===== config.mk =====
export PLATFORM = sky130hd
export DESIGN_NAME = alu_mdu
export DESIGN_NICKNAME = d
export VERILOG_FILES = /design/src/rtl/alu_mdu.sv
export SDC_FILE = /design/constraint.sdc
export NUM_CORES = 1
export LEC_CHECK = 0
export ABC_AREA = 1
export BUFFER_PORTS_ARGS = -buffer_cell sky130_fd_sc_hd__buf_2
export CORE_UTILIZATION = 44
export DETAILED_ROUTE_END_ITERATION = 8
export HOLD_SLACK_MARGIN = 0.15
export PLACE_DENSITY = 0.6
export REMOVE_ABC_BUFFERS = 1
export SLEW_MARGIN = 20
export SYNTH_ARGS = -nofsm -noshare
export SYNTH_HDL_FRONTEND = slang
export SYNTH_SLANG_ARGS = --single-unit
export TNS_END_PERCENT = 20

===== constraint.sdc =====
create_clock -name clk -period 6.6 [get_ports clk]
set_input_delay 1.98 -clock clk [delete_from_list [all_inputs] [get_ports clk]]
set_output_delay 1.98 -clock clk [all_outputs]
set_load 0.05 [all_outputs]

===== src/rtl/alu_mdu.sv =====
// rtl/alu_mdu.sv - registered ALU with iterative multiply/divide into HI/LO
// Optional divider datapath: define ALU_MDU_DIV_EN.
module alu_mdu #(
    parameter int DATA_WIDTH = 32,
    parameter int SHAMT_W    = $clog2(DATA_WIDTH)
) (
    input  logic                  clk,
    input  logic                  rst,
    input  logic                  in_valid,
    output logic                  in_ready,
    input  logic [DATA_WIDTH-1:0] A,
    input  logic [DATA_WIDTH-1:0] B,
    input  logic [4:0]            ALUop,
    output logic                  out_valid,
    output logic [DATA_WIDTH-1:0] Result,
    output logic                  Overflow,
    output logic                  CarryOut,
    output logic                  Zero,
    output logic [DATA_WIDTH-1:0] hi,
    output logic [DATA_WIDTH-1:0] lo
);
    localparam int W  = DATA_WIDTH;
    localparam int HW = DATA_WIDTH / 2;
    localparam int CW = $clog2(DATA_WIDTH + 1);

    localparam logic [4:0] OP_AND  = 5'h00, OP_OR   = 5'h01, OP_ADD  = 5'h02, OP_SUB  = 5'h03;
    localparam logic [4:0] OP_SLT  = 5'h04, OP_SLTU = 5'h05, OP_SLL  = 5'h06, OP_SRL  = 5'h07;
    localparam logic [4:0] OP_SAL  = 5'h08, OP_SRA  = 5'h09, OP_LUI  = 5'h0A, OP_XOR  = 5'h0B;
    localparam logic [4:0] OP_NOR  = 5'h0C, OP_MULT = 5'h0D, OP_MULTU = 5'h0E, OP_DIV = 5'h0F;
    localparam logic [4:0] OP_DIVU = 5'h10, OP_MFHI = 5'h11, OP_MFLO = 5'h12, OP_MTHI = 5'h13;
    localparam logic [4:0] OP_MTLO = 5'h14;

    typedef enum logic [1:0] {S_IDLE, S_MUL, S_DIV, S_FIX} state_t;

    state_t        state_q;
    logic [CW-1:0] cnt_q;
    logic [W-1:0]  acc_hi_q, acc_lo_q, opnd_q;
    logic          sa_q, sb_q, bz_q, is_div_q;
    logic [W-1:0]  result_q, hi_q, lo_q;
    logic          valid_q, ovf_q, cout_q, zero_q;

    logic               is_sub, is_mul, is_div, is_signed, a_neg, b_neg;
    logic [W-1:0]       b_eff, a_mag, b_mag, sc_res;
    logic [W:0]         sum;
    logic               sc_ovf, sc_cout, sc_zero;
    logic [SHAMT_W-1:0] shamt;

    assign shamt  = A[SHAMT_W-1:0];
    assign is_sub = (ALUop == OP_SUB);
    assign b_eff  = is_sub ? ~B : B;
    assign sum    = {1'b0, A} + {1'b0, b_eff} + {{W{1'b0}}, is_sub};
    assign is_mul = (ALUop == OP_MULT) || (ALUop == OP_MULTU);
`ifdef ALU_MDU_DIV_EN
    assign is_div = (ALUop == OP_DIV) || (ALUop == OP_DIVU);
`else
    assign is_div = 1'b0;
`endif
    assign is_signed = (ALUop == OP_MULT) || (ALUop == OP_DIV);
    assign a_neg     = is_signed & A[W-1];
    assign b_neg     = is_signed & B[W-1];
    assign a_mag     = a_neg ? -A : A;
    assign b_mag     = b_neg ? -B : B;

    // Opcodes not listed (illegal, and DIV/DIVU without the divider) yield zero.
    always_comb begin
        sc_res  = '0;
        sc_ovf  = 1'b0;
        sc_cout = 1'b0;
        sc_zero = 1'b0;
        case (ALUop)
            OP_AND:          sc_res = A & B;
            OP_OR:           sc_res = A | B;
            OP_ADD, OP_SUB: begin
                sc_res  = sum[W-1:0];
                sc_cout = sum[W];
                sc_ovf  = (A[W-1] == b_eff[W-1]) && (sum[W-1] != A[W-1]);
            end
            OP_SLT:          sc_res = {{(W-1){1'b0}}, ($signed(A) < $signed(B))};
            OP_SLTU:         sc_res = {{(W-1){1'b0}}, (A < B)};
            OP_SLL, OP_SAL:  sc_res = B << shamt;
            OP_SRL:          sc_res = B >> shamt;
            OP_SRA:          sc_res = $unsigned($signed(B) >>> shamt);
            OP_LUI:          sc_res = {B[HW-1:0], {HW{1'b0}}};
            OP_XOR:          sc_res = A ^ B;
            OP_NOR:          sc_res = ~(A | B);
            OP_MFHI:         sc_res = hi_q;
            OP_MFLO:         sc_res = lo_q;
            OP_MTHI, OP_MTLO: sc_res = A;
            default: ;
        endcase
        case (ALUop)
            OP_AND, OP_OR, OP_ADD, OP_SUB, OP_XOR, OP_NOR: sc_zero = (sc_res == '0);
            default: ;
        endcase
    end

    logic [2*W-1:0] prod, prod_fix;
    logic [W-1:0]   quo_fix, rem_fix;
    logic [W:0]     mul_sum;

    assign prod     = {acc_hi_q, acc_lo_q};
    assign prod_fix = (sa_q ^ sb_q) ? -prod : prod;
    assign quo_fix  = bz_q ? '1 : ((sa_q ^ sb_q) ? -acc_lo_q : acc_lo_q);
    assign rem_fix  = sa_q ? -acc_hi_q : acc_hi_q;
    assign mul_sum  = {1'b0, acc_hi_q} + (acc_lo_q[0] ? {1'b0, opnd_q} : {(W+1){1'b0}});

`ifdef ALU_MDU_DIV_EN
    logic [W:0] rem_sh, trial;
    assign rem_sh = {acc_hi_q, acc_lo_q[W-1]};
    assign trial  = rem_sh - {1'b0, opnd_q};
`endif

    always_ff @(posedge clk) begin
        if (rst) begin
            state_q  <= S_IDLE;
            cnt_q    <= '0;
            acc_hi_q <= '0;
            acc_lo_q <= '0;
            opnd_q   <= '0;
            sa_q     <= 1'b0;
            sb_q     <= 1'b0;
            bz_q     <= 1'b0;
            is_div_q <= 1'b0;
            result_q <= '0;
            hi_q     <= '0;
            lo_q     <= '0;
            valid_q  <= 1'b0;
            ovf_q    <= 1'b0;
            cout_q   <= 1'b0;
            zero_q   <= 1'b0;
        end else begin
            valid_q <= 1'b0;
            case (state_q)
                S_IDLE: if (in_valid) begin
                    if (is_mul || is_div) begin
                        state_q  <= is_mul ? S_MUL : S_DIV;
                        cnt_q    <= CW'(W);
                        acc_hi_q <= '0;
                        acc_lo_q <= is_mul ? b_mag : a_mag;
                        opnd_q   <= is_mul ? a_mag : b_mag;
                        sa_q     <= a_neg;
                        sb_q     <= b_neg;
                        bz_q     <= (B == '0);
                        is_div_q <= is_div;
                    end else begin
                        valid_q  <= 1'b1;
                        result_q <= sc_res;
                        ovf_q    <= sc_ovf;
                        cout_q   <= sc_cout;
                        zero_q   <= sc_zero;
                        if (ALUop == OP_MTHI) hi_q <= A;
                        if (ALUop == OP_MTLO) lo_q <= A;
                    end
                end
                // Shift-add: multiplier sits in acc_lo and drains out as product bits enter.
                S_MUL: if (cnt_q == '0) begin
                    state_q <= S_FIX;
                end else begin
                    acc_hi_q <= mul_sum[W:1];
                    acc_lo_q <= {mul_sum[0], acc_lo_q[W-1:1]};
                    cnt_q    <= cnt_q - CW'(1);
                end
`ifdef ALU_MDU_DIV_EN
                S_DIV: if (cnt_q == '0) begin
                    state_q <= S_FIX;
                end else begin
                    acc_hi_q <= trial[W] ? rem_sh[W-1:0] : trial[W-1:0];
                    acc_lo_q <= {acc_lo_q[W-2:0], ~trial[W]};
                    cnt_q    <= cnt_q - CW'(1);
                end
`endif
                S_FIX: begin
                    state_q <= S_IDLE;
                    valid_q <= 1'b1;
                    ovf_q   <= 1'b0;
                    cout_q  <= 1'b0;
                    zero_q  <= 1'b0;
                    if (is_div_q) begin
                        hi_q     <= rem_fix;
                        lo_q     <= quo_fix;
                        result_q <= quo_fix;
                    end else begin
                        hi_q     <= prod_fix[2*W-1:W];
                        lo_q     <= prod_fix[W-1:0];
                        result_q <= prod_fix[W-1:0];
                    end
                end
                default: state_q <= S_IDLE;
            endcase
        end
    end

    assign in_ready  = (state_q == S_IDLE);
    assign out_valid = valid_q;
    assign Result    = result_q;
    assign Overflow  = ovf_q;
    assign CarryOut  = cout_q;
    assign Zero      = zero_q;
    assign hi        = hi_q;
    assign lo        = lo_q;
endmodule


Yosys cells after proc, flatten, opt, wreduce, memory -nomap -nowiden
Index checks and enable logic that the tools add are counted.

word-level totals
  output and inout port bits = 101
  bits of input ports = 72
  bits in registers = 206

cells by class
  $add $sub $neg = 7
  equal/unequal tests = 30
  muxes and demuxes = 48
  $lt $le $gt $ge = 2
  reductions and logical operators = 19
  bitwise gates (word level) = 8
  shift-type cells = 3

operators with widths
  cell                count
  $mux 32             18
  $pmux 32 s14        1
  $pmux 32 s2         5
  $add 32x32->33      2
  $lt 32x32->1        2
  $mux 64             1
  $neg 32->32         2
  $neg 64->64         1
  $not 32->32         2
  $eq 5x4->1 const B  8
  $add 33x1->33       1
  $and 32x32->32      1
  $logic_not 32->1    1
  $or 32x32->32       1
  $shl 32x5->32       1
  $shr 32x5->32       1
  $sshr 32x5->32      1
  $xor 32x32->32      1
  $eq 5x3->1 const B  4
  $eq 5x5->1 const B  4
  $mux 6              3
  $pmux 6 s2          1
  $reduce_and 4->1    3
  $mux 1              11
  23 further kinds    41

Logic depth before layout (Yosys ltp)
Gate-level depths: netlist of the first run.

  word-level depth = 10
  mapped depth = 24
  depth with buffers taken out = 23

Least setup slack after synthesis of the first run
No wires, ideal clock.

  path type = input port to flip-flop
  start point = in ALUop[3]
  end point = reg zero_q (netlist: Zero)
  data required time = 6530 ps
  arrival = 4677 ps
  setup slack = 1852 ps
  stages = 24
  cell sequence = buf_4 > nor2_4 > nand3_4 > clkbuf_1 > xor2_1 > ha_1 > nand2_1 > nand2_1 > inv_1 > nand2_1 > nand2_1 > nand2_1 > nand3_1 > nand3_1 > inv_1 > o21ai_0 > nand2_1 > nand2_1 > nor2_1 > nor2_1 > nand2_1 > nor2_1 > nand3_1 > a21oi_1

between the ends
  longest elaborated chain between the ends = 10
  elaborated cells between the ends (all ways) = 35
  classes of those cells = add/sub: 2; eq/ne: 19; mux: 6; reduce/logical: 8

RTL lines
  element                 line        source
  start: declaration      13          input logic [4:0] ALUop,
  $eq 5x2->1              49, 70, 91
  $mux 32                 50          assign b_eff = is_sub ? ~B : B;
  $add 32x32->33          51          assign sum = {1'b0, A} + {1'b0, b_eff} + {{W{1'b0}}, is_sub};
  $add 33x1->33           51
  $pmux 32 s14            70          case (ALUop)
  $logic_not 32->1        92          OP_AND, OP_OR, OP_ADD, OP_SUB, OP_XOR, OP_NOR: sc_zero = (sc_res == '0);
  $mux 1                  91          case (ALUop)
  $mux 1                  135         if (is_mul || is_div) begin
  $mux 1                  134         S_IDLE: if (in_valid) begin
  $pmux 1 s2              133         case (state_q)
  end signal: assignment  150         zero_q <= sc_zero;
  end: declaration        40          logic valid_q, ovf_q, cout_q, zero_q;

Several ways; a longest one is shown, not always the timed one. The select of a mux whose other input is x is not followed.
A chain may end at the register's enable or synchronous reset.

Worst setup path in the final report of the first run
  start point = in ALUop[4]
  end point = reg zero_q (netlist: Zero)

The elaborated chain is that of the path after synthesis.

==> metrics.yaml, run 1 <==
status:
  status: "complete, no violations"
worst_setup_path:
  critPathLaunch: "ALUop[4]"
  required_ns: 7.11
  worstSetupEndpointType: "register"
  arrival_ns: 5.53
  crit_type: "input port to register"
  worstReg2RegStart: "acc_lo_q[1]"
  worstSetupStartpointType: "input port"
  critPathMaxFanout: 32
logic_synthesis:
  avgSynthCellArea_sq_um: 5.79
  synth_area_sq_um: 22900
  netlist_instances: 3958
  synth-seq-area-share_pct: 18.0
  yosysWarnings: 0
  synth_edf_count: 0
  ys_seq_elements: 206
  synth_cell_type_count: 57
  ys.flop_type: "dfxtp_1"
  async_flop_share_pct: 0
routing:
  viasPerCell: 6.01
  drtPass1Iterations: 6
  drcViolationCount: 0
  wl_per_cell_um: 25.0
  ant_nets: 0
  drtIter0Drc: 3280
  vias: 28500
  routed_wl_um: 119000
die:
  dieArea_sq_um: 53000
  coreArea_sq_um: 51400
  pin_count: 173
  fp-row-count: 83
  die_height_um: 230
  initial_core_util_pct: 44.6
  dieWidth_um: 230
sta:
  max_freq_mhz: 199
  slew_headroom_pct: 17.5
  timing.final.crit_share_pct: 76.0
  hold_viol: 0
  final-setup-viol-count: 0
  fin_tns_setup_ns: 0
  finClkSkew_ns: 0.0211
  finalMaxSlewViolations: 0
  worst_slew_pin_slew_ns: 1.22
  rsz0062_at_grt: "false"
  layout_setup_ws_ns: 1.58
  fin_crit_ns: 5.02
cells_and_area:
  fillers: 5700
  mostFrequentLayoutCell: "nand2_1"
  layout-drive-gt1-share_pct: 8.34
  fin_nets: 4284
  finalCoreUtilization_pct: 49.1
  stdcell_count: 4739
  area_growth_pct: 10.1
  final_cell_mix: "nand2_1, nand3_1, inv_1"
pwr:
  clock_power_share_pct: 24.0
  p_int_mw: 3.03
  pwr-share-seq_pct: 26.7
  irDropWorstVdd_v: 0.000225
  power.static_leakage_nw: 12.5
  switching_share_pct: 52.0
  power_switching_mw: 3.29
  pwr-share-comb_pct: 49.4
  power_density_nw_per_um2: 250
clock_tree:
  cts_made_buffers: 27
  h-tree-depth: 1
  holdBufCountCts: 0
  cts_tree: "built"
  clock_latency_ns: 0.58
  ctsResizeCount: 0
  cts.sinks: 206
  clock_path_buffers: 3
  cts_setup_buffers: 0
  cts-root-buf: "clkbuf_16"
  clk_pin_slew_worst_paths_ns: 0.08
global_route:
  grt_max_degree: 95
  grt_pass1_vias: 25800
  grt_overflow: 0
  grt_pass1_wl_um: 171000
  antenna_found_initial: 9
  grt_usage_pct: 43.2
placed_design:
  portBuffers: 172
  place_congestion: 1.04
  dpl_worst_slack_ns: 1.04
  hpwl_um: 93000
  placedCellCount: 4685
job:
  max-cap-violations: 0
min_path:
  hold_class: "register to register"
  hold_start: "Overflow"
-- per-layer routing --
layer  share of wire, %  up-vias  track usage (%)
li1                   -    13400                -
met1                 39    13000             55.0
met2                 43     1620             66.6
met3                 10      384             7.51
met4                7.6        6             28.5
met5              0.030        -                0
-- cells by family (layout without fill, tap and decap cells) --
logic type      Yosys count  in the layout  share of synthesized area (%)
simple gates           2008           2008                           37.6
mux                       2              2                         0.0873
flops                   206            206                           18.0
other cells               0              7                              0
xor+xnor                 70             70                           2.67
fa+ha+maj               178            178                           9.78
compound gates          894            894                           21.7
buf+inv                 600            694                           10.2
-- critical path: stages --
cell and delay [ns]:
buf_2 0.21, inv_2 0.13, nand3_4 0.11, buf_4 0.45, xor2_1 0.20, fa_1 0.47
inv_1 0.10, nand3_1 0.09, nand2_1 0.19, nand2_1 0.10, nand2_1 0.13, nand2_1 0.07
nand3_1 0.06, nand2_1 0.06, nor2_1 0.10, nand2_1 0.07, nor2_1 0.10, nand2_1 0.06
nor2_1 0.15, nand3_1 0.12, nor3_1 0.32, nand3_1 0.12, a21oi_1 0.13
-- per-stage QoR --
stage	power [mW]	area [sq um]	hold slack, ns
finish	6.32	25200	0.468
global route	6.56	25200	0.491
CTS	6.21	25200	0.466
detailed placement	4.72	24300	0.453
global placement	4.72	24300	0.453
floorplan	3.54	22200	0.439
-- synth_stat cells (10+ instances only) --
master | n | area, sq um
o21bai_1 | 11 | 82.6
a21oi_1 | 276 | 1380
nor3_1 | 53 | 265
nand4_1 | 46 | 288
o21ai_1 | 10 | 50.1
nor2_1 | 389 | 1460
nand3_1 | 435 | 2180
dfxtp_1 | 206 | 4120
o221ai_1 | 12 | 105
clkbuf_1 | 117 | 439
buf_1 | 13 | 48.8
nand3b_1 | 25 | 188
nor4_1 | 12 | 75.1
a21boi_0 | 27 | 203
o21a_1 | 12 | 90.1
nand2_1 | 995 | 3730
o21ai_0 | 378 | 1890
o211ai_1 | 21 | 158
buf_2 | 43 | 215
a31oi_1 | 103 | 644
ha_1 | 176 | 2200
inv_1 | 410 | 1540
xor2_1 | 65 | 569
or2_2 | 12 | 75.1
-- cell type report --
type	count	area (sq um)	area share (%)
multi-input combinational	3152	16500	65.5
sequential	206	4120	16.3
inverter	420	1580	6.26
timing repair buffer	227	1270	5.05
tap	680	851	3.37
clock buffer	36	749	2.97
clock inverter	11	121	0.481
antenna	7	17.5	0.0694
-- worst paths after layout --
check / end / slack, ns / depth (start not counted)
max reg2reg: hi[28] / 2.94 / 13
min: Overflow / 0.47 / 2
max: Zero / 1.58 / 23
min reg2reg: Overflow / 0.47 / 2
-- flip-flops by register name, summed over array words and instances (netlist names), 2 cells and up --
signal    flops
acc_lo_q     32
hi           32
opnd_q       32
cnt_q         6
state_q       2
acc_hi_q     32
Result       32
lo           32
-- power groups by stage --
stage               logic (mW)  clock network, mW  registers (mW)
global placement          3.02                  0            1.70
global route              3.30               1.57            1.69
finish                    3.12               1.51            1.69
CTS                       3.03               1.51            1.67
floorplan                 1.34                  0            2.20
detailed placement        3.02                  0            1.69
Note: power is estimated with default switching activity, not from simulation.
==> inputs of run 2 (changes only) <==
--- a/config.mk
+++ b/config.mk
@@ -10,7 +10,7 @@
 export CORE_UTILIZATION = 44
 export DETAILED_ROUTE_END_ITERATION = 8
 export HOLD_SLACK_MARGIN = 0.15
-export PLACE_DENSITY = 0.6
+export PLACE_DENSITY = 0.63
 export REMOVE_ABC_BUFFERS = 1
 export SLEW_MARGIN = 20
 export SYNTH_ARGS = -nofsm -noshare
==> constraint.sdc (replaced) <==
create_clock -name clk -period 4.6 [get_ports clk]
set_input_delay 1.38 -clock clk [delete_from_list [all_inputs] [get_ports clk]]
set_output_delay 1.38 -clock clk [all_outputs]
set_load 0.05 [all_outputs]
==> run 2 against run 1 <==
Against the previous run:
- hold slack got worse by 0.0019 ns
- clock-buffer cell count decreased by 6
- final cell count grew 2.9%
- flip-flop and latch count did not move
- power grew 46%
- critical path depth shrank 2
- sequential share of layout area fell by 0.72 points
- worst setup slack got worse by 1.2 ns
- core utilization is 2.2 points higher
- first-iteration DRC count grew 24%
- highest routed layer unchanged
==> metrics.yaml, run 2 (synthesis results as in run 1) <==
global_route:
  antenna_found_initial: 7  # was 9
  grt_usage_pct: 44.2  # was 43.2%
  grt_pass1_vias: 26500  # was 25800
  grt_max_degree: 74  # was 95
  grt_pass1_wl_um: 174000  # was 171000 um
  grt_overflow: 0  # unchanged
sta:
  timing.final.crit_share_pct: 91.2
  rsz0062_at_grt: "false"  # unchanged
  worst_slew_pin_slew_ns: 1.13  # was 1.22 ns
  final-setup-viol-count: 0  # unchanged
  hold_viol: 0  # unchanged
  slew_headroom_pct: 24.4  # was 17.5%
  finClkSkew_ns: 0.0319  # was 0.0211 ns
  finalMaxSlewViolations: 0  # unchanged
  max_freq_mhz: 238
  whs_ns: 0.466  # was 0.468 ns
  fin_crit_ns: 4.20
status:
  status: "complete, no violations"  # unchanged
worst_setup_path:
  critPathMaxFanout: 16  # was 32
  required_ns: 5.09  # was 7.11 ns
  worstSetupStartpointType: "input port"  # unchanged
  worstReg2RegStart: "state_q[1]"  # was acc_lo_q[1]
  arrival_ns: 4.69  # was 5.53 ns
  rr_endpoint: "Zero"  # was hi[28]
  rrSetupSlack_ns: 0.85  # was 2.94 ns
  crit_type: "input port to register"  # unchanged
  worst_r2r_path_depth: 15  # was 13
  worstSetupEndpointType: "register"  # unchanged
die:
  fp-row-count: 83  # unchanged
  die_height_um: 230  # unchanged
  pin_count: 173  # unchanged
  dieWidth_um: 230  # unchanged
  initial_core_util_pct: 44.6  # unchanged
  coreArea_sq_um: 51400  # unchanged
  dieArea_sq_um: 53000  # unchanged
routing:
  drcViolationCount: 0  # unchanged
  viasPerCell: 6.06  # was 6.01
  drtPass1Iterations: 8  # was 6
  drtIter0Drc: 4064  # was 3280
  wl_per_cell_um: 25.0  # about the same
  routed_wl_um: 122000  # was 119000 um
  vias: 29600  # was 28500
  ant_nets: 0  # unchanged
cells_and_area:
  stdcell_count: 4876  # was 4739
  area_growth_pct: 15.1  # was 10.1%
  layout-drive-gt1-share_pct: 11.4  # was 8.34%
  fin_nets: 4428  # was 4284
  final_cell_mix: "nand2_1, nand3_1, inv_1"  # unchanged
  finalCoreUtilization_pct: 51.3  # was 49.1%
  mostFrequentLayoutCell: "nand2_1"  # unchanged
clock_tree:
  clk_pin_slew_worst_paths_ns: 0.07  # was 0.08 ns
  h-tree-depth: 1  # unchanged
  clock_path_buffers: 3  # unchanged
  cts_made_buffers: 25  # was 27
  cts-root-buf: "clkbuf_16"  # unchanged
  holdBufCountCts: 0  # unchanged
  cts_setup_buffers: 0  # unchanged
  clock_latency_ns: 0.59  # was 0.58 ns
  ctsResizeCount: 0  # unchanged
  cts_tree: "built"  # unchanged
  cts.sinks: 206  # unchanged
pwr:
  irDropWorstVdd_v: 0.000289  # was 0.000225 V
  switching_share_pct: 51.5  # was 52.0%
  total_power_mw: 9.21  # was 6.32 mW
  pwr-share-comb_pct: 50.2  # was 49.4%
  power.static_leakage_nw: 13.2  # was 12.5 nW
  power_switching_mw: 4.74  # was 3.29 mW
  p_int_mw: 4.46  # was 3.03 mW
  power_density_nw_per_um2: 349  # was 250 nW/um^2
  pwr-share-seq_pct: 26.1  # was 26.7%
  clock_power_share_pct: 23.7  # was 24.0%
min_path:
  holdPathStages: 2  # unchanged
  hold_start: "Overflow"  # unchanged
  hold_class: "register to register"  # unchanged
  hold_end: "Overflow"  # unchanged
placed_design:
  placedCellCount: 4831  # was 4685
  portBuffers: 172  # unchanged
  hpwl_um: 96800  # was 93000 um
  place_congestion: 1.13  # was 1.04
job:
  max-cap-violations: 0  # unchanged
[run 2: changes by cell type in the layout (fill, tap and decap cells not counted), sizes merged]
cell	delta
buf	+146
bufinv	+2
clkbuf	-6
inv	+1
diode	-5
clkinv	-1
[run 2: critical path: stages]
cell      delay [ns]
buf_2           0.09
nand2_1         0.07
inv_1           0.12
nand3_4         0.15
buf_12          0.20
xor2_1          0.15
ha_1            0.37
nand2_1         0.18
inv_1           0.06
a21oi_1         0.28
nand3_1         0.17
nand2_1         0.12
nand3b_1        0.08
nand3_1         0.16
nand3_1         0.16
nor2_1          0.12
nand3_1         0.16
nor3_1          0.30
buf_4           0.18
nand3_1         0.06
a21oi_1         0.12
[run 2: final cells by class]
type / instances / area [sq um]
Antenna cell: 2 / 5.00
Sequential cell: 206 / 4120
Timing Repair Buffer: 373 / 2470
Multi-Input combinational cell: 3152 / 16500
Clock inverter: 13 / 193
Clock buffer: 30 / 654
Fill cell: 5603 / 25000
Inverter: 420 / 1580
Tap cell: 680 / 851
[run 2: how the worst max path moves through the flow]
stage / endpoint / start / cells past startpoint
detailed placement: Zero / ALUop[0] / 21
floorplan: cnt_q[5] / ALUop[4] / 14
global route: Zero / ALUop[0] / 25
finish: Zero / ALUop[0] / 21
global placement: Zero / ALUop[3] / 20
CTS: Zero / ALUop[1] / 21
[run 2: routing by layer]
layer / share of wire (%) / global-route usage [%] / up-vias
met5: 0.029 / 0 / -
met4: 7.7 / 28.6 / 6
met3: 11 / 8.62 / 468
met2: 43 / 68.9 / 1912
met1: 38 / 55.5 / 13400
li1: - / - / 13700
[run 2: power groups by stage]
stage | Clock [mW] | Combinational, mW | Sequential (mW)
after global routing | 2.24 | 4.86 | 2.41
after detailed placement | 0 | 4.46 | 2.42
after global placement | 0 | 4.45 | 2.42
after CTS | 2.18 | 4.47 | 2.38
after floorplan | 0 | 1.92 | 3.16
final | 2.18 | 4.62 | 2.40
[run 2: per-stage QoR]
step / setup WS (ns) / cell area, sq um / TNS (ns)
floorplan: -1.25 / 22200 / -43.80
global placement: -0.0190 / 25500 / -0.0190
detailed placement: -0.0240 / 25500 / -0.0240
CTS: 0.546 / 26400 / 0
global route: 0.140 / 26400 / 0
finish: 0.404 / 26400 / 0
